## config.mk

```make
export PLATFORM = sky130hd
export DESIGN_NAME = seq_multiplier_flat
export DESIGN_NICKNAME = d
export VERILOG_FILES = /design/src/rtl/seq_multiplier_pkg.sv /design/src/rtl/seq_multiplier_if.sv /design/src/rtl/seq_multiplier_adder.sv /design/src/rtl/seq_multiplier.sv /design/src/flat_wrapper.sv
export SDC_FILE = /design/constraint.sdc
export NUM_CORES = 1
export LEC_CHECK = 0
export CAP_MARGIN = 20
export CORE_MARGIN = 2
export CORE_UTILIZATION = 26
export DETAILED_ROUTE_END_ITERATION = 6
export GPL_TIMING_DRIVEN = 0
export PLACE_DENSITY = 0.55
export SYNTH_ARGS = -nofsm -noshare
export SYNTH_HDL_FRONTEND = slang
export SYNTH_SLANG_ARGS = --single-unit
```

## constraint.sdc

```tcl
create_clock -name clk_i -period 3.57 [get_ports clk_i]
set_clock_uncertainty 0.1 [all_clocks]
set_input_delay 1.071 -clock clk_i [delete_from_list [all_inputs] [get_ports clk_i]]
set_output_delay 1.071 -clock clk_i [all_outputs]
set_load 0.05 [all_outputs]
```

## src/rtl/seq_multiplier_pkg.sv

```systemverilog
// Shared definitions for the sequential shift-and-add multiplier: datapath width,
// iteration count, FSM encoding and the operand magnitude helper.
package seq_multiplier_pkg;

  localparam int unsigned XLEN     = 32;
  localparam int unsigned MUL_ITER = 32;

  typedef enum logic [1:0] {
    StIdle = 2'd0,
    StRun  = 2'd1,
    StFix  = 2'd2,
    StDone = 2'd3
  } mul_state_e;

  // |x| = ~x + 1 when treated as signed and negative; 0x80000000 maps to itself (2^31).
  function automatic logic [XLEN-1:0] magnitude(input logic [XLEN-1:0] x, input logic en);
    return (en && x[XLEN-1]) ? (~x + 1'b1) : x;
  endfunction

endpackage

```

## src/rtl/seq_multiplier_if.sv

```systemverilog
// Start/done handshake and operand/result bus of the sequential multiplier.
interface seq_multiplier_if;
  import seq_multiplier_pkg::*;

  logic              start;
  logic              is_signed;
  logic [XLEN-1:0]   a;
  logic [XLEN-1:0]   b;
  logic              ready;
  logic              done;
  logic [2*XLEN-1:0] product;

  modport master (
    output start, is_signed, a, b,
    input  ready, done, product
  );

  modport slave (
    input  start, is_signed, a, b,
    output ready, done, product
  );

endinterface

```

## src/rtl/seq_multiplier_adder.sv

```systemverilog
// 32-bit combinational adder with carry-out; the multiplier's single add resource.
module seq_multiplier_adder
  import seq_multiplier_pkg::*;
(
  input  logic [XLEN-1:0] A,
  input  logic [XLEN-1:0] B,
  output logic [XLEN-1:0] S,
  output logic            C
);

  assign {C, S} = {1'b0, A} + {1'b0, B};

endmodule

```

## src/rtl/seq_multiplier.sv

```systemverilog
// Fixed-latency (34-cycle) 32x32 shift-and-add multiplier, signed or unsigned, with
// magnitude pre-conversion and a final sign fix-up.
module seq_multiplier
  import seq_multiplier_pkg::*;
(
  input  logic               clk_i,
  input  logic               rst_ni,
  seq_multiplier_if.slave    bus
);

  mul_state_e        state_q;
  logic [4:0]        cnt_q;
  logic [XLEN-1:0]   p_hi_q;
  logic [XLEN-1:0]   p_lo_q;
  logic [XLEN-1:0]   mcand_q;
  logic              neg_q;
  logic              ready_q;
  logic              done_q;
  logic [2*XLEN-1:0] product_q;

  logic [XLEN-1:0]   add_b;
  logic [XLEN-1:0]   add_s;
  logic              add_c;
  logic [2*XLEN-1:0] fixed_d;

  always_comb begin
    add_b   = p_lo_q[0] ? mcand_q : '0;
    fixed_d = neg_q ? (~{p_hi_q, p_lo_q} + 64'd1) : {p_hi_q, p_lo_q};
  end

  seq_multiplier_adder u_add (
    .A (p_hi_q),
    .B (add_b),
    .S (add_s),
    .C (add_c)
  );

  always_ff @(posedge clk_i) begin
    if (!rst_ni) begin
      state_q   <= StIdle;
      cnt_q     <= '0;
      p_hi_q    <= '0;
      p_lo_q    <= '0;
      mcand_q   <= '0;
      neg_q     <= 1'b0;
      ready_q   <= 1'b1;
      done_q    <= 1'b0;
      product_q <= '0;
    end else begin
      unique case (state_q)
        StIdle, StDone: begin
          done_q <= 1'b0;
          if (bus.start) begin
            mcand_q <= magnitude(bus.a, bus.is_signed);
            p_lo_q  <= magnitude(bus.b, bus.is_signed);
            p_hi_q  <= '0;
            cnt_q   <= '0;
            neg_q   <= bus.is_signed & (bus.a[XLEN-1] ^ bus.b[XLEN-1]);
            ready_q <= 1'b0;
            state_q <= StRun;
          end else begin
            state_q <= StIdle;
          end
        end
        StRun: begin
          // 65-bit right shift keeps the adder carry in the top bit.
          {p_hi_q, p_lo_q} <= {add_c, add_s, p_lo_q[XLEN-1:1]};
          cnt_q            <= cnt_q + 5'd1;
          if (cnt_q == 5'(MUL_ITER - 1)) begin
            state_q <= StFix;
          end
        end
        StFix: begin
          product_q <= fixed_d;
          done_q    <= 1'b1;
          ready_q   <= 1'b1;
          state_q   <= StDone;
        end
        default: state_q <= StIdle;
      endcase
    end
  end

  assign bus.ready   = ready_q;
  assign bus.done    = done_q;
  assign bus.product = product_q;

endmodule

```

## src/flat_wrapper.sv

```systemverilog
// flat-port wrapper written by rule: the top's interface ports become plain ports
module seq_multiplier_flat import seq_multiplier_pkg::*;
  (clk_i, rst_ni, bus_start, bus_is_signed, bus_a, bus_b, bus_ready, bus_done, bus_product);
  seq_multiplier_if bus_i ();
  input  logic clk_i;
  input  logic rst_ni;
  input wire logic [$bits(bus_i.start)-1:0] bus_start;
  input wire logic [$bits(bus_i.is_signed)-1:0] bus_is_signed;
  input wire logic [$bits(bus_i.a)-1:0] bus_a;
  input wire logic [$bits(bus_i.b)-1:0] bus_b;
  output wire logic [$bits(bus_i.ready)-1:0] bus_ready;
  output wire logic [$bits(bus_i.done)-1:0] bus_done;
  output wire logic [$bits(bus_i.product)-1:0] bus_product;
  assign bus_i.start = bus_start;
  assign bus_i.is_signed = bus_is_signed;
  assign bus_i.a = bus_a;
  assign bus_i.b = bus_b;
  assign bus_ready = bus_i.ready;
  assign bus_done = bus_i.done;
  assign bus_product = bus_i.product;
  seq_multiplier u_core (.clk_i(clk_i), .rst_ni(rst_ni), .bus(bus_i));
endmodule
```

==> out/metrics.cfg <==
[worst_setup_path]
path_buf_inv = 5
slowest_stage = buf_1
crit_fanout = 10
cp_cell_sequence = clkdlybuf4s50_1 > inv_1 > clkbuf_1 > clkbuf_1 > buf_1 > nor2_1
slowest_delay_ps = 660
end_kind = flop
cp_data_arrival_time_ps = 3640
crit_start = rst_ni
crit_type = input pin to flop
crit_top_cell = clkbuf_1
crit_required_ps = 3760
reg2reg_from = u_core.p_lo_q[13]
crit_path_start_kind = input pin
critPathTopFamily = buffers and inverters

[synthesis]
yosys.area.top_type_share = 0.3264
synthAdderAreaFrac = 0.04992
synth-seq-cells = 170
yosysUniqueCellTypes = 60
synthCells = 1329
synth-simple-area-share = 0.2176
synth_compound_area_frac = 0.2422
yosys_warnings = 0
syn-cell-area_um2 = 10430
yosys-top-cells-area = dfxtp_1, xor2_1, a211oi_1
syn_avg_cell_area_um2 = 7.845
synth_xor_area_frac = 0.1176
synth_edf_count = 0
synth_top_family_by_area = compound AO/OA/AOI/OAI gates
syn_nets = 1438
async_flop_share = 0
muxShareOfSynthArea = 0.009600
seq_area_frac_synth = 0.3264
synthFlopType = dfxtp_1
yosysTopAreaCell = dfxtp_1

[routing]
drt-wirelength-per-cell_um = 17.43
drt_wl_total_um = 35130
vias_per_cell = 5.029
ant_nets = 0
first_pass_iters = 5
drt_iter0_markers = 731
drc = 0
vias = 10140

[pwr]
worst_ir_drop_vdd_v = 0.0003169
p_leak_nw = 4.650
p_per_area_nw_per_um2 = 675.1

[sta]
finalHoldViolations = 0
setup_violations = 0
drv_slew = 0
hold_ws_ps = 349.9
fin_crit_sh = 0.9674
period_needed_ps = 3454
worst_pin_slew_ps = 841.9
relSlewSlack = 0.4350
rsz0062_at_grt = no
fmax_ghz = 0.2895
timing.final.ws_setup_ps = 116.3

[grt]
grt_usage = 0.1660
antenna_found_initial = 0
grt_max_degree = 17
grt_first_pass_wirelength_um = 54630
overflow = 0
grt_pass1_vias = 9590

[final_layout]
drive_gt1_frac = 0.03689
fin_cells = 2016
area_growth_pct = 25.35
antenna_cells = 0
nNetsFinal = 1590

[clock_tree]
clock_path_buffers = 2
insertion_delay_ps = 440
cts_buffers = 17
cts_tree = yes
clk_pin_slew_ps = 70
cts_root_buf = clkbuf_16
cts.sinks = 170
cts_htree_levels = 4

[floorplan]
core_um2 = 39640
die_y_um = 204.3
io_pins = 134
initial_utilization = 0.2630
design.die.area_um2 = 41720
rows = 73
fp.dieW_um = 204.3

[outcome]
status = finished clean

[worst_hold_path]
worstHoldPathType = flop to flop
hold_start = u_core.mcand_q[31]

[place]
pre_cts_ws_ps = -596.3
portBuffers = 132
place_congestion = 0.8461
place_inst = 1986
hpwl_um = 28440

[run]
cap_violations = 0

==> state kept, by name (all words and copies together), names as in the netlist <==
register,flops
u_core.bus.done,1
u_core.neg_q,1
u_core.state_q,2
u_core.bus.product,64
u_core.bus.ready,1
u_core.p_lo_q,32
u_core.mcand_q,32
u_core.cnt_q,5
u_core.p_hi_q,32
==> cell usage after synthesis, drive strengths merged, types with 3 or more instances <==
cell    count
a211oi     75
nand2b      6
nor4       17
a21o       13
nor2      145
a22oi       7
inv        25
or4        14
buf         6
o21a        4
xnor2      48
xor2       92
o31ai      27
and2       39
a221oi      4
a31oi      35
o32ai       4
o21ai      90
nor3       20
nand3b      4
or2         8
o21bai      6
nand2     133
a311oi      4
nand3      43
or3        16
o211ai      4
nand4       8
mux2i      10
a21oi      87
ha         40
o41ai      13
a41oi       4
nor2b       5
dfxtp     170
a32o        3
and3        9
clkbuf     71
==> final timing paths <==
| check | endpoint | slack (ps) | depth (start not counted) |
|---|---|---|---|
| max | u_core.bus.product[61] | 120 | 6 |
| min | u_core.mcand_q[31] | 350 | 2 |
| max reg2reg | u_core.bus.product[63] | 150 | 9 |
| min reg2reg | u_core.mcand_q[31] | 350 | 2 |
==> worst min-delay path, stage by stage, from the launching register on <==
cell	delay, ps
dfxtp_1	310
nand2_1	50
a21oi_1	50
==> timing repair <==
| action | CTS | global route |
|---|---|---|
| hold buffers | 0 | 0 |
| resized for setup | 7 | 12 |
| endpoints found under the setup margin | 20 | 18 |
| pin swaps | 1 | 0 |
| setup buffers | 2 | 0 |
==> cells by family after synthesis <==
family,count (synthesis)
multiplexers,10
AO/OA/AOI/OAI,392
flip-flops,170
buffers and inverters,102
AND/OR/NAND/NOR,474
XOR/XNOR,140
adder cells (fa/ha/maj),41
==> report_power, final <==
group	leakage (nW)	internal [mW]	switching, mW
Clock	0.285	1.12	0.761
Sequential	1.39	2.36	0.401
Combinational	2.98	1.36	2.82
Total	4.65	4.84	3.98
==> final cells by class <==
| cell class | instances | area (um^2) |
|---|---|---|
| clock inverter | 8 | 121.4 |
| tap | 525 | 656.9 |
| sequential | 170 | 3407 |
| buffer | 76 | 287.8 |
| timing repair buffer | 134 | 1336 |
| fill | 4278 | 26570 |
| inverter | 25 | 93.84 |
| multi-input combinational | 1057 | 6705 |
| clock buffer | 21 | 460.4 |
==> layer usage <==
| metal | routed length (um) | up-vias | track usage |
|---|---|---|---|
| met5 | 0 | - | 0 |
| met3 | 1954 | 28 | 0.03013 |
| met4 | 439 | 0 | 0.04115 |
| met1 | 16910 | 4749 | 0.2312 |
| met2 | 15830 | 248 | 0.2637 |
| li1 | - | 5114 | - |
==> per-stage QoR <==
step                total power, mW    util  TNS, ps  area (um^2)
CTS                           8.857  0.3287        0        13030
global route                  9.364  0.3297        0        13070
detailed placement            6.953  0.3129   -17540        12400
finish                        8.822  0.3297        0        13070
floorplan                     5.526       -        0        10430
global placement              6.892  0.3129   -17670        12400
==> layout by cell type (no fill, tap or decap), types with 5 or more instances in the layout <==
cell type        instances
clkdlybuf4s50_1        132
a31oi_1                 35
nor4_1                  12
xor2_1                  92
nand2b_1                 6
and2_1                  38
nand2_1                133
nand4_1                  7
o31ai_1                 26
a21o_1                  13
buf_1                    6
and3_1                   9
xnor2_1                 48
or2_2                    7
a21oi_1                 85
nor2_1                 145
a22oi_1                  7
clkbuf_16               17
o41ai_1                 11
nor3_1                  19
a211oi_1                75
nand3_1                 43
mux2i_1                 10
or3_1                   16
ha_1                    40
clkbuf_1                70
inv_1                   25
o21ai_0                 86
o21bai_1                 6
or4_1                   12
dfxtp_1                169
nor2b_1                  5
Note: power is estimated with default switching activity, not from simulation.
